**src/rtl/sram_fifo_ctrl.sv**
```systemverilog
// sram_fifo_ctrl
// FIFO controller wrapped around a single-port 16x8 SRAM macro whose read
// data appears one cycle after the read is issued. It presents a
// valid/ready stream on both sides and keeps one extra word in a registered
// output stage, so total capacity is WORD_DEPTH + 1 words.
//
// The SRAM port is shared: a read (prefetch into the output register) wins
// over a write in any given cycle. Reads need the output stage to be free
// (or being popped) and no read already in flight, so they can issue at
// most every other cycle and the producer is never starved.
module sram_fifo_ctrl #(
  parameter int ADDR_WIDTH = 4,
  parameter int WORD_DEPTH = 16,
  parameter int WORD_WIDTH = 8
) (
  input  logic                  clk,
  input  logic                  rst_n,

  input  logic                  in_valid,
  output logic                  in_ready,
  input  logic [WORD_WIDTH-1:0] in_data,

  output logic                  out_valid,
  input  logic                  out_ready,
  output logic [WORD_WIDTH-1:0] out_data,

  output logic [ADDR_WIDTH:0]   count,
  output logic                  full,
  output logic                  empty,

  output logic [ADDR_WIDTH-1:0] sram_addr,
  output logic [WORD_WIDTH-1:0] sram_din,
  output logic                  sram_we,
  input  logic [WORD_WIDTH-1:0] sram_dout
);

  localparam logic [ADDR_WIDTH-1:0] PTR_LAST   = ADDR_WIDTH'(WORD_DEPTH - 1);
  localparam logic [ADDR_WIDTH-1:0] PTR_STEP   = ADDR_WIDTH'(1);
  localparam logic [ADDR_WIDTH:0]   COUNT_STEP = (ADDR_WIDTH + 1)'(1);
  localparam logic [ADDR_WIDTH:0]   COUNT_FULL = (ADDR_WIDTH + 1)'(WORD_DEPTH);

  logic [ADDR_WIDTH-1:0] wr_ptr;
  logic [ADDR_WIDTH-1:0] rd_ptr;
  logic                  rd_inflight;

  logic                  pop;
  logic                  rd_issue;
  logic                  wr_go;

  // Occupancy flags refer to the SRAM only; the output register is separate.
  assign full  = (count == COUNT_FULL);
  assign empty = (count == '0);

  // A read is issued when there is data in SRAM, no read is pending, and the
  // output register will be free at the next edge. Writes take what is left.
  assign pop      = out_valid & out_ready;
  assign rd_issue = ~empty & ~rd_inflight & (~out_valid | pop);
  assign in_ready = rst_n & ~full & ~rd_issue;
  assign wr_go    = in_valid & in_ready;

  // Drive the SRAM pins; idle cycles park on a harmless read of rd_ptr.
  always_comb begin
    sram_we   = 1'b1;
    sram_addr = rd_ptr;
    sram_din  = '0;
    if (wr_go) begin
      sram_we   = 1'b0;
      sram_addr = wr_ptr;
      sram_din  = in_data;
    end
  end

  // Advance the write and read pointers, wrapping at the last SRAM entry.
  always_ff @(posedge clk or negedge rst_n) begin
    if (!rst_n) begin
      wr_ptr <= '0;
      rd_ptr <= '0;
    end else begin
      if (wr_go) begin
        if (wr_ptr == PTR_LAST) begin
          wr_ptr <= '0;
        end else begin
          wr_ptr <= wr_ptr + PTR_STEP;
        end
      end
      if (rd_issue) begin
        if (rd_ptr == PTR_LAST) begin
          rd_ptr <= '0;
        end else begin
          rd_ptr <= rd_ptr + PTR_STEP;
        end
      end
    end
  end

  // Track SRAM occupancy; read and write are exclusive so it moves by one.
  always_ff @(posedge clk or negedge rst_n) begin
    if (!rst_n) begin
      count <= '0;
    end else if (rd_issue) begin
      count <= count - COUNT_STEP;
    end else if (wr_go) begin
      count <= count + COUNT_STEP;
    end
  end

  // Capture SRAM read data one cycle after issue; a pop alone empties the stage.
  always_ff @(posedge clk or negedge rst_n) begin
    if (!rst_n) begin
      rd_inflight <= 1'b0;
      out_valid   <= 1'b0;
      out_data    <= '0;
    end else begin
      rd_inflight <= rd_issue;
      if (rd_inflight) begin
        out_valid <= 1'b1;
        out_data  <= sram_dout;
      end else if (pop) begin
        out_valid <= 1'b0;
      end
    end
  end

endmodule

```
**config.mk**
```make
export PLATFORM = sky130hd
export DESIGN_NAME = sram_fifo_ctrl
export DESIGN_NICKNAME = d
export VERILOG_FILES = /design/src/rtl/sram_fifo_ctrl.sv
export SDC_FILE = /design/constraint.sdc
export NUM_CORES = 1
export LEC_CHECK = 0
export BUFFER_PORTS_ARGS = -buffer_cell sky130_fd_sc_hd__buf_2
export CORE_MARGIN = 3
export CORE_UTILIZATION = 40
export DETAILED_ROUTE_END_ITERATION = 10
export PLACE_DENSITY = 0.74
export SLEW_MARGIN = 5
export SYNTH_ARGS = -nofsm -noshare
export SYNTH_HDL_FRONTEND = slang
export SYNTH_SLANG_ARGS = --single-unit
```
**constraint.sdc**
```tcl
create_clock -name clk -period 2.7 [get_ports clk]
set_input_delay 0.27 -clock clk [delete_from_list [all_inputs] [get_ports clk]]
set_output_delay 0.27 -clock clk [all_outputs]
set_load 0.05 [all_outputs]
```
After elaboration in Yosys (flattened, before gate mapping)
Cells that the tools add are included.
{"block": "totals", "inputBits": 20, "ff_bits": 23, "out_inout_bits": 30, "word_cells": 37}
{"block": "classes", "n_reduce_logical": 3, "eq_ne": 3, "bitwise_logic": 12, "n_addsub": 4, "muxes": 9}
{"op": "4-bit two-way mux", "n": 3}
{"op": "5-bit two-way mux", "n": 2}
{"op": "4-bit by 1-bit adder with 4-bit output, second input constant", "n": 2}
{"op": "4-bit == test, second input constant", "n": 2}
{"op": "8-bit two-way mux", "n": 1}
{"op": "1-bit AND", "n": 6}
{"op": "5-bit by 1-bit adder with 5-bit output, second input constant", "n": 1}
{"op": "5-bit == test, second input constant", "n": 1}
{"op": "5-bit logical NOT", "n": 1}
{"op": "1-bit inverter", "n": 5}
{"op": "5-bit by 1-bit subtractor with 5-bit output, second input constant", "n": 1}
{"op": "2-bit nonzero test", "n": 2}
{"op": "1-bit two-way mux", "n": 3}
{"op": "1-bit bitwise OR", "n": 1}

Longest topological paths before layout
Gate-level depths: netlist of the first run.
{"block": "logic_depth", "ltp_word": 9, "ltp_mapped": 9, "depth_no_buf": 9}

Worst setup path after synthesis of the first run
Ideal clock, no wire load.
{"block": "synth_path", "kind": "reg-to-output", "startpoint": "reg count[1]", "endpoint": "out sram_addr[3]", "arrival_time_ns": 2.266, "n_path_buf": 1, "t_required_ns": 2.430, "stages_incl_launch_ff": 6, "slack_ns": 0.164, "path_cell_list": "dfrtp_1 > nor4_2 > nand2_1 > and2_1 > buf_2 > o21ai_1"}
{"block": "synth_between", "elab_chain_cells": 8, "word_cells_on_any_way": 11}
{"element": "start, declared", "line_no": "27", "rtl": "output logic [ADDR_WIDTH:0] count,"}
{"element": "start signal, assigned", "line_no": "101", "rtl": "count <= count - COUNT_STEP;"}
{"element": "start signal, assigned", "line_no": "103", "rtl": "count <= count + COUNT_STEP;"}
{"element": "5-bit logical NOT", "line_no": "52", "rtl": "assign empty = (count == '0);"}
{"element": "1-bit inverter", "line_no": "57", "rtl": "assign rd_issue = ~empty & ~rd_inflight & (~out_valid | pop);"}
{"element": "1-bit AND (2 in a row)", "line_no": "57"}
{"element": "1-bit inverter", "line_no": "58", "rtl": "assign in_ready = rst_n & ~full & ~rd_issue;"}
{"element": "1-bit AND *", "line_no": "58"}
{"element": "1-bit AND *", "line_no": "59", "rtl": "assign wr_go = in_valid & in_ready;"}
{"element": "4-bit two-way mux *", "line_no": "66", "rtl": "if (wr_go) begin"}
{"element": "end, declared", "line_no": "31", "rtl": "output logic [ADDR_WIDTH-1:0] sram_addr,"}
Every way passes the cells marked *; elsewhere a longest branch is shown, timed or not.

Worst setup path in the final report of the first run
{"block": "layout_path", "startpoint": "reg count[1]", "endpoint": "out sram_addr[2]"}
The elaborated chain is that of the path after synthesis.

==> results of run 1 <==
-- final timing paths --
kind | from | to | slack (ns) | cells past startpoint
min reg2reg | out_data[1]$_DFFE_PN0P_ | out_data[1]$_DFFE_PN0P_ | 0.51 | 1
max reg2reg | count[1]$_DFFE_PN0P_ | count[4]$_DFFE_PN0P_ | 0.27 | 8
max | count[1]$_DFFE_PN0P_ | sram_addr[2] | 0.24 | 5
min in group asynchronous | rst_n | rd_ptr[0]$_DFFE_PN0P_ | 0.47 | 3
max in group asynchronous | rst_n | count[0]$_DFFE_PN0P_ | 2.01 | 3
min | sram_dout[4] | out_data[4]$_DFFE_PN0P_ | 0.19 | 2
-- final cells by class --
cell class                      count  area [sq um]
Inverter                            7          28.8
Multi-Input combinational cell     73           641
Tap cell                           42          52.6
Clock buffer                        4          26.3
Fill cell                         248          1270
Sequential cell                    23           576
Timing Repair Buffer               53           278
-- logic make-up after synthesis --
group	after synthesis	share of synthesized area [%]
buffers and inverters	11	3.57
XOR/XNOR	6	4.17
AND/OR/NAND/NOR	29	13.4
adder cells (fa/ha/maj)	6	6.55
multiplexers	18	16.6
AO/OA/AOI/OAI	14	10.0
flip-flops	23	45.7
-- metrics by stage --
stage | instances | hold WS, ns
after floorplan | 107 | -0.0256
after global placement | 197 | 0.281
after detailed placement | 197 | 0.291
after CTS | 202 | 0.178
after global routing | 202 | 0.170
final | 202 | 0.188
-- routing by layer --
layer / routed length [um] / vias up
li1: - / 488
met4: 76 / 0
met3: 174 / 6
met2: 1400 / 44
met5: 0 / -
met1: 1120 / 488
-- sequential cells by signal, indices dropped and copies added, names as in the netlist --
signal,count
out_data,8
wr_ptr,4
rd_ptr,4
rd_inflight,1
out_valid,1
count,5
-- repair_timing --
| item | CTS | global route |
|---|---|---|
| hold buffers | 1 | 0 |
| endpoints found under the hold margin | 23 | 0 |
| gates resized for setup | 0 | 1 |
| setup endpoints to repair | 0 | 3 |
-- cell usage in the layout, fill, tap and decap left out, drive strengths merged --
cell type / Yosys / layout
o21ai: 2 / 2
o31a: 1 / 1
nand2: 3 / 3
nor4: 1 / 1
fa: 1 / 1
nand4: 1 / 1
nor2: 5 / 5
nor2b: 1 / 1
ha: 5 / 5
or4: 1 / 1
a31oi: 2 / 2
a21o: 3 / 3
xnor2: 6 / 6
a21oi: 1 / 1
clkbuf: 3 / 4
dfrtp: 23 / 23
o22ai: 1 / 1
and2: 2 / 2
mux2: 17 / 17
inv: 7 / 7
buf: 1 / 52
and3: 10 / 10
nand2b: 2 / 2
a221oi: 1 / 1
mux2i: 1 / 1
a22oi: 1 / 1
a32o: 2 / 2
nand3: 3 / 3
dlygate4sd3: 0 / 1
-- worst max-delay path: cells and delay by family, from the launching register on --
family / cells / cell delay (ns)
compound gates: 1 / 0.21
buf+inv: 1 / 0.21
mux: 1 / 0.34
flops: 1 / 0.46
simple gates: 2 / 0.66
==> flow_summary.ini, run 1 <==
[run_status]
outcome = finished clean

[die]
fp-row-count = 19
io_pins = 50
die_x_um = 62.1
dieHeight_um = 62.1
dieArea_sq_mm = 0.00386
start_util_pct = 43.8
coreArea_sq_mm = 0.00288

[worst_setup_path]
critPathLaunchType = register
slowest_delay_ns = 0.46
crit_slowest_cell = dfrtp_1
worstSetupPathType = register to output pin
worstPathArrival_ns = 2.19
cp_cell_sequence = nor4_2, o31a_1, and2_2, mux2_1, buf_2
cp_max_fo = 8
worstPathRequired_ns = 2.43
worst_setup_path_end_kind = output pin

[timing]
fin_crit_sh_pct = 91.1
clock.fmax_mhz = 407
hold_viol_final = 0
worstMarginPinSlew_ns = 0.396
post-route-min-period_ns = 2.46
finClkSkew_ns = 0.00459
fin_setup_tns_ns = 0
maxSlewHeadroom_pct = 73.5
slew_violations = 0
rsz0062_at_grt = no
setup_viol = 0
timing.final.ws_setup_ns = 0.241

[routing]
wl_um = 2770
viasPerCell = 5.08
wl_per_cell_um = 13.7
drc_errors = 0
ant_nets = 0
via_count = 1026
first_iter_violations = 37
dr.pass1.iters = 4

[layout]
area_growth_pct = 27.1
final_cell_area_sq_mm = 0.00160
diodes = 0
drive_gt1_share_pct = 45.0
final_core_util_pct = 55.7
fin_nets = 187

[global_route]
grt_use_total_pct = 16.4
grt.met2_usage_pct = 28.0
antenna_found_initial = 0
busiest_layer = met2
grt_overflow = 0
use_met3_pct = 2.88
grt.met1_usage_pct = 18.8
grt_pass1_vias = 1152
grt_max_degree = 25
grt_first_pass_wirelength_um = 5130

[logic_synthesis]
seq_area_frac_synth_pct = 45.7
synth-seq-cells = 23
synthCells = 107
synth-edff-count = 0
synth.top_cell.area_share_pct = 45.7
synth_ff_type = dfrtp_1
yosys.area.top_type = dfrtp_1
syn-num-nets = 133
avgSynthCellArea_sq_um = 11.8
synth.top_cells.by_area = dfrtp_1, mux2_2, mux2_1
ys_types = 33
synth.most_common_cell = dfrtp_1
ys_warn_count = 0
syn_area_sq_mm = 0.00126
synthTopCellsByCount = dfrtp_1, and3_1, mux2_2
async_flop_share_pct = 100

[cts]
cts_tree = done
root_buffer = clkbuf_4
cts_buffers = 3
cts_buffer_depth = 2
cts_max_level = 1
post_cts_buffers = 0
clkLatencyLatePin_ns = 0.31
clkSlewWorstSetupHoldPaths_ns = 0.11
clock-sinks = 23

[place]
dpl_cell_area_sq_mm = 0.00156
dpl.hpwl_um = 2150
portBuffers = 49
dp_slack_ns = 0.311
place_congestion = 0.744

[worst_hold_path]
hold_path_class = input port to register

[flow_run]
drv_cap = 0
Power of run 1 is left out: the tool's default activity adds up to more than one toggle a clock period on the data nets, which glitch-free logic cannot reach.
==> run 2, diff against run 1 <==
==> constraint.sdc (replaced) <==
create_clock -name clk -period 2.7 [get_ports clk]
set_input_delay 0.135 -clock clk [delete_from_list [all_inputs] [get_ports clk]]
set_output_delay 0.135 -clock clk [all_outputs]
set_load 0.05 [all_outputs]
==> run 2 against run 1 <==
Final area stayed put. Flip-flop and latch count stayed put. Non-clock buffer count stayed put. Setup slack worse by 0.065 ns. First-iteration DRC count is 43% lower. Register-to-register slack hardly changed. Clock-buffer cell count is 1 lower. Core utilization stayed put. Via count is 1.5% lower. Die area stayed put. Cell count stayed put.
==> flow_summary.ini, run 2 (same netlist as run 1, synthesis figures left out) <==
[global_route]
use_met3_pct = 1.80
grt.met2_usage_pct = 27.4
antenna_found_initial = 0
grt_use_total_pct = 15.1
grt_overflow = 0
grt_max_degree = 25
grt_pass1_vias = 1109
grt.met1_usage_pct = 18.2
grt_first_pass_wirelength_um = 4860
busiest_layer = met2

[layout]
fill_cells = 262
largest-register = out_data
stdcell_count = 202
diodes = 0
fin_nets = 187
multiInputGateArea_sq_um = 639
final_common_cell = buf_2
reg.largest.list = out_data x8, count x5
final_cell_mix = buf_2, dfrtp_1, and3_1
drive_gt1_share_pct = 45.0
seq_area_sq_um = 576
largest_reg_flops = 8
area_growth_pct = 27.1

[worst_setup_path]
worstSetupPathType = register to output pin
worstPathRequired_ns = 2.57
critPathBufInv = 1
path_delay_family = simple AND/OR/NAND/NOR gates
cp_cell_sequence = nor4_2, o31a_1, and2_1, mux2_1, buf_2
slowest_delay_ns = 0.47
worstPathArrival_ns = 2.39
crit_slowest_cell = dfrtp_1
cp_max_fo = 8
critPathLaunchType = register
worst_setup_path_end_kind = output pin

[timing]
finClkSkew_ns = 0.0148
slew_violations = 0
fin_setup_tns_ns = 0
clock.fmax_mhz = 396
worstMarginPinSlew_ns = 0.418
rsz0062_at_grt = no
hold_viol_final = 0
timing.final.ws_setup_ns = 0.176
whs_ns = 0.0472
fin_crit_sh_pct = 93.5
post-route-min-period_ns = 2.52
setup_viol = 0
maxSlewHeadroom_pct = 71.9

[die]
fp-row-count = 19
dieArea_sq_mm = 0.00386
coreArea_sq_mm = 0.00288
die_x_um = 62.1
dieHeight_um = 62.1
io_pins = 50
start_util_pct = 43.8

[cts]
clkLatencyLatePin_ns = 0.31
cts_buffers = 3
cts_buffer_depth = 2
cts_max_level = 1
root_buffer = clkbuf_4
cts_resized = 0
cts_tree = done
post_cts_buffers = 0
clock-sinks = 23
clkSlewWorstSetupHoldPaths_ns = 0.14

[run_status]
outcome = finished clean

[place]
dp_slack_ns = 0.289
portBuffers = 49
dpl.hpwl_um = 2100
place_inst = 197
place_congestion = 0.731

[routing]
ant_nets = 0
dr.pass1.iters = 3
wl_um = 2680
via_count = 1011
wl_per_cell_um = 13.2
first_iter_violations = 21
viasPerCell = 5.00
drc_errors = 0

[worst_hold_path]
hold_path_class = input port to register

[flow_run]
drv_cap = 0
==> run 2: cell type report <==
cell class | instances | share of cell area, %
inverter | 7 | 1.80
multi-input combinational | 73 | 39.9
tap | 42 | 3.28
clock inverter | 1 | 0.312
clock buffer | 3 | 1.41
timing repair buffer | 53 | 17.3
sequential | 23 | 35.9
==> run 2: timing repair <==
action / 4_1_cts / 5_1_grt
hold buffers: 1 / 0
hold endpoints to repair: 23 / 0
endpoints found under the setup margin: 0 / 0
==> run 2: path summary, 6_finish.rpt <==
path,start,endpoint,slack [ns],depth (start not counted)
setup / recovery,count[1]$_DFFE_PN0P_,sram_addr[2],0.18,5
hold / removal,sram_dout[1],out_data[1]$_DFFE_PN0P_,0.05,2
setup reg to reg,count[1]$_DFFE_PN0P_,count[3]$_DFFE_PN0P_,0.26,8
hold reg to reg,out_data[3]$_DFFE_PN0P_,out_data[3]$_DFFE_PN0P_,0.52,1
max in group asynchronous,rst_n,wr_ptr[0]$_DFFE_PN0P_,2.13,3
min in group asynchronous,rst_n,count[2]$_DFFE_PN0P_,0.33,3
==> run 2: metal layers <==
metal	vias up	wire length [um]
li1	487	-
met1	477	1170
met2	43	1310
met3	4	145
met4	0	46
met5	-	0
==> run 2: through the flow <==
| stage | util (%) | area (sq um) |
|---|---|---|
| after floorplan | - | 1260 |
| after detailed placement | 54.4 | 1560 |
| after global routing | 55.7 | 1600 |
| after CTS | 55.7 | 1600 |
| final | 55.7 | 1600 |
| after global placement | 54.4 | 1560 |
Power of run 2 is left out for the same reason.
==> run 3, diff against run 2 <==
Clock period 2.7 ns to 3.3 ns, I/O delays scaled along.
==> run 3 against run 2 <==
Register-to-register slack better by 0.60 ns. Flip-flop and latch count unchanged. Non-clock buffer count down 2.
==> flow_summary.ini, run 3 (same netlist as run 1, synthesis figures left out) <==
[run_status]
outcome = finished clean

[routing]
route.layer.met1.wl_um = 1210
drc_errors = 0
route.met2.wl_um = 1300
route.met3.wl_um = 144
first_iter_violations = 28
wl_per_cell_um = 13.5
via_count = 1007
wl_um = 2700
highest_layer = met4
dr.pass1.iters = 4
ant_nets = 0
viasPerCell = 5.04

[layout]
fill_cells = 272
drive_gt1_share_pct = 44.3
largest-register = out_data
reg.largest.list = out_data x8, count x5
largest_reg_flops = 8
final_core_util_pct = 55.2
area_growth_pct = 26.1
diodes = 0
fin_nets = 185
final_common_cell = buf_2
final_cell_mix = buf_2, dfrtp_1, and3_1

[global_route]
grt_overflow = 0
grt_use_total_pct = 15.3
grt_first_pass_wirelength_um = 4950
antenna_found_initial = 0
grt_pass1_vias = 1093
grt_max_degree = 25

[place]
portBuffers = 49
place_congestion = 0.764
dpl.hpwl_um = 2100

[worst_setup_path]
worstPathRequired_ns = 3.13
cp_max_fo = 13
worstSetupPathType = register to output pin
critPathLaunchType = register
slowest_delay_ns = 0.47
critPathBufInv = 1
path_delay_family = simple AND/OR/NAND/NOR gates
cp_cell_sequence = nor4_2, o31a_1, and2_1, mux2_1, buf_2
crit_slowest_cell = dfrtp_1
worst_setup_path_end_kind = output pin
worstPathArrival_ns = 2.59

[flow_run]
drv_cap = 0

[die]
dieArea_sq_mm = 0.00386
die_x_um = 62.1
dieHeight_um = 62.1
coreArea_sq_mm = 0.00288
start_util_pct = 43.8
io_pins = 50
fp-row-count = 19

[cts]
cts_buffer_depth = 2
root_buffer = clkbuf_4
post_cts_buffers = 0
cts_tree = done
cts_resized = 0
clkSlewWorstSetupHoldPaths_ns = 0.14
ctsHoldBuffers = 1
clkLatencyLatePin_ns = 0.31
clock-sinks = 23
cts_max_level = 1
cts_buffers = 3

[timing]
hold_viol_final = 0
rsz0062_at_grt = no
fin_setup_tns_ns = 0
clock.fmax_mhz = 363
setup_viol = 0
finClkSkew_ns = 0.0113
post-route-min-period_ns = 2.76
maxSlewHeadroom_pct = 70.1
worstMarginPinSlew_ns = 0.447
slew_violations = 0
fin_crit_sh_pct = 83.5

[worst_hold_path]
hold_path_class = input port to register
==> run 3: cell types whose count changed in the layout (fill, tap and decap cells not counted), sizes merged <==
cell      change
buf           -2
clkinvlp      +1
clkinv        -1
==> run 3: final cells by class <==
| type | instances | area [sq um] | share of cell area [%] |
|---|---|---|---|
| clock inverter | 1 | 7.51 | 0.472 |
| inverter | 7 | 28.8 | 1.81 |
| timing repair buffer | 51 | 263 | 16.5 |
| tap | 42 | 52.6 | 3.31 |
| multi-input combinational | 73 | 639 | 40.2 |
| sequential | 23 | 576 | 36.2 |
| clock buffer | 3 | 22.5 | 1.42 |
==> run 3: worst reg2reg max path, cell delays in order (launching register included) <==
cell and delay (ns):
dfrtp_1 0.47, or4_4 0.56, o21ai_4 0.20, inv_4 0.11, ha_1 0.31, a21o_1 0.19
a21oi_1 0.17, xnor2_1 0.08, mux2_4 0.26
==> run 3: layer usage <==
metal | track usage, % | up-vias
met5 | 0 | -
met3 | 2.16 | 4
met4 | 6.35 | 0
li1 | - | 483
met1 | 19.4 | 474
met2 | 26.1 | 46
==> run 3: worst paths after layout <==
check | from | end | slack [ns] | cells after the start
worst max-delay path | count[0]$_DFFE_PN0P_ | sram_addr[2] | 0.54 | 5
worst min-delay path | sram_dout[5] | out_data[5]$_DFFE_PN0P_ | 0.07 | 2
worst max register to register | count[0]$_DFFE_PN0P_ | count[3]$_DFFE_PN0P_ | 0.86 | 8
worst min register to register | out_data[7]$_DFFE_PN0P_ | out_data[7]$_DFFE_PN0P_ | 0.52 | 1
max in group asynchronous | rst_n | wr_ptr[0]$_DFFE_PN0P_ | 2.69 | 3
min in group asynchronous | rst_n | count[2]$_DFFE_PN0P_ | 0.37 | 3
==> run 3: stage by stage <==
stage | cell area, sq um | setup slack [ns] | instances | hold slack (ns)
2_1_floorplan | 1260 | 0.780 | 107 | -0.131
3_3_place_gp | 1550 | 0.941 | 195 | 0.179
3_5_place_dp | 1550 | 0.886 | 195 | 0.176
4_1_cts | 1590 | 0.545 | 200 | 0.0637
5_1_grt | 1590 | 0.337 | 200 | 0.0678
6_report | 1590 | 0.545 | 200 | 0.0704
Power of run 3 is left out for the same reason.
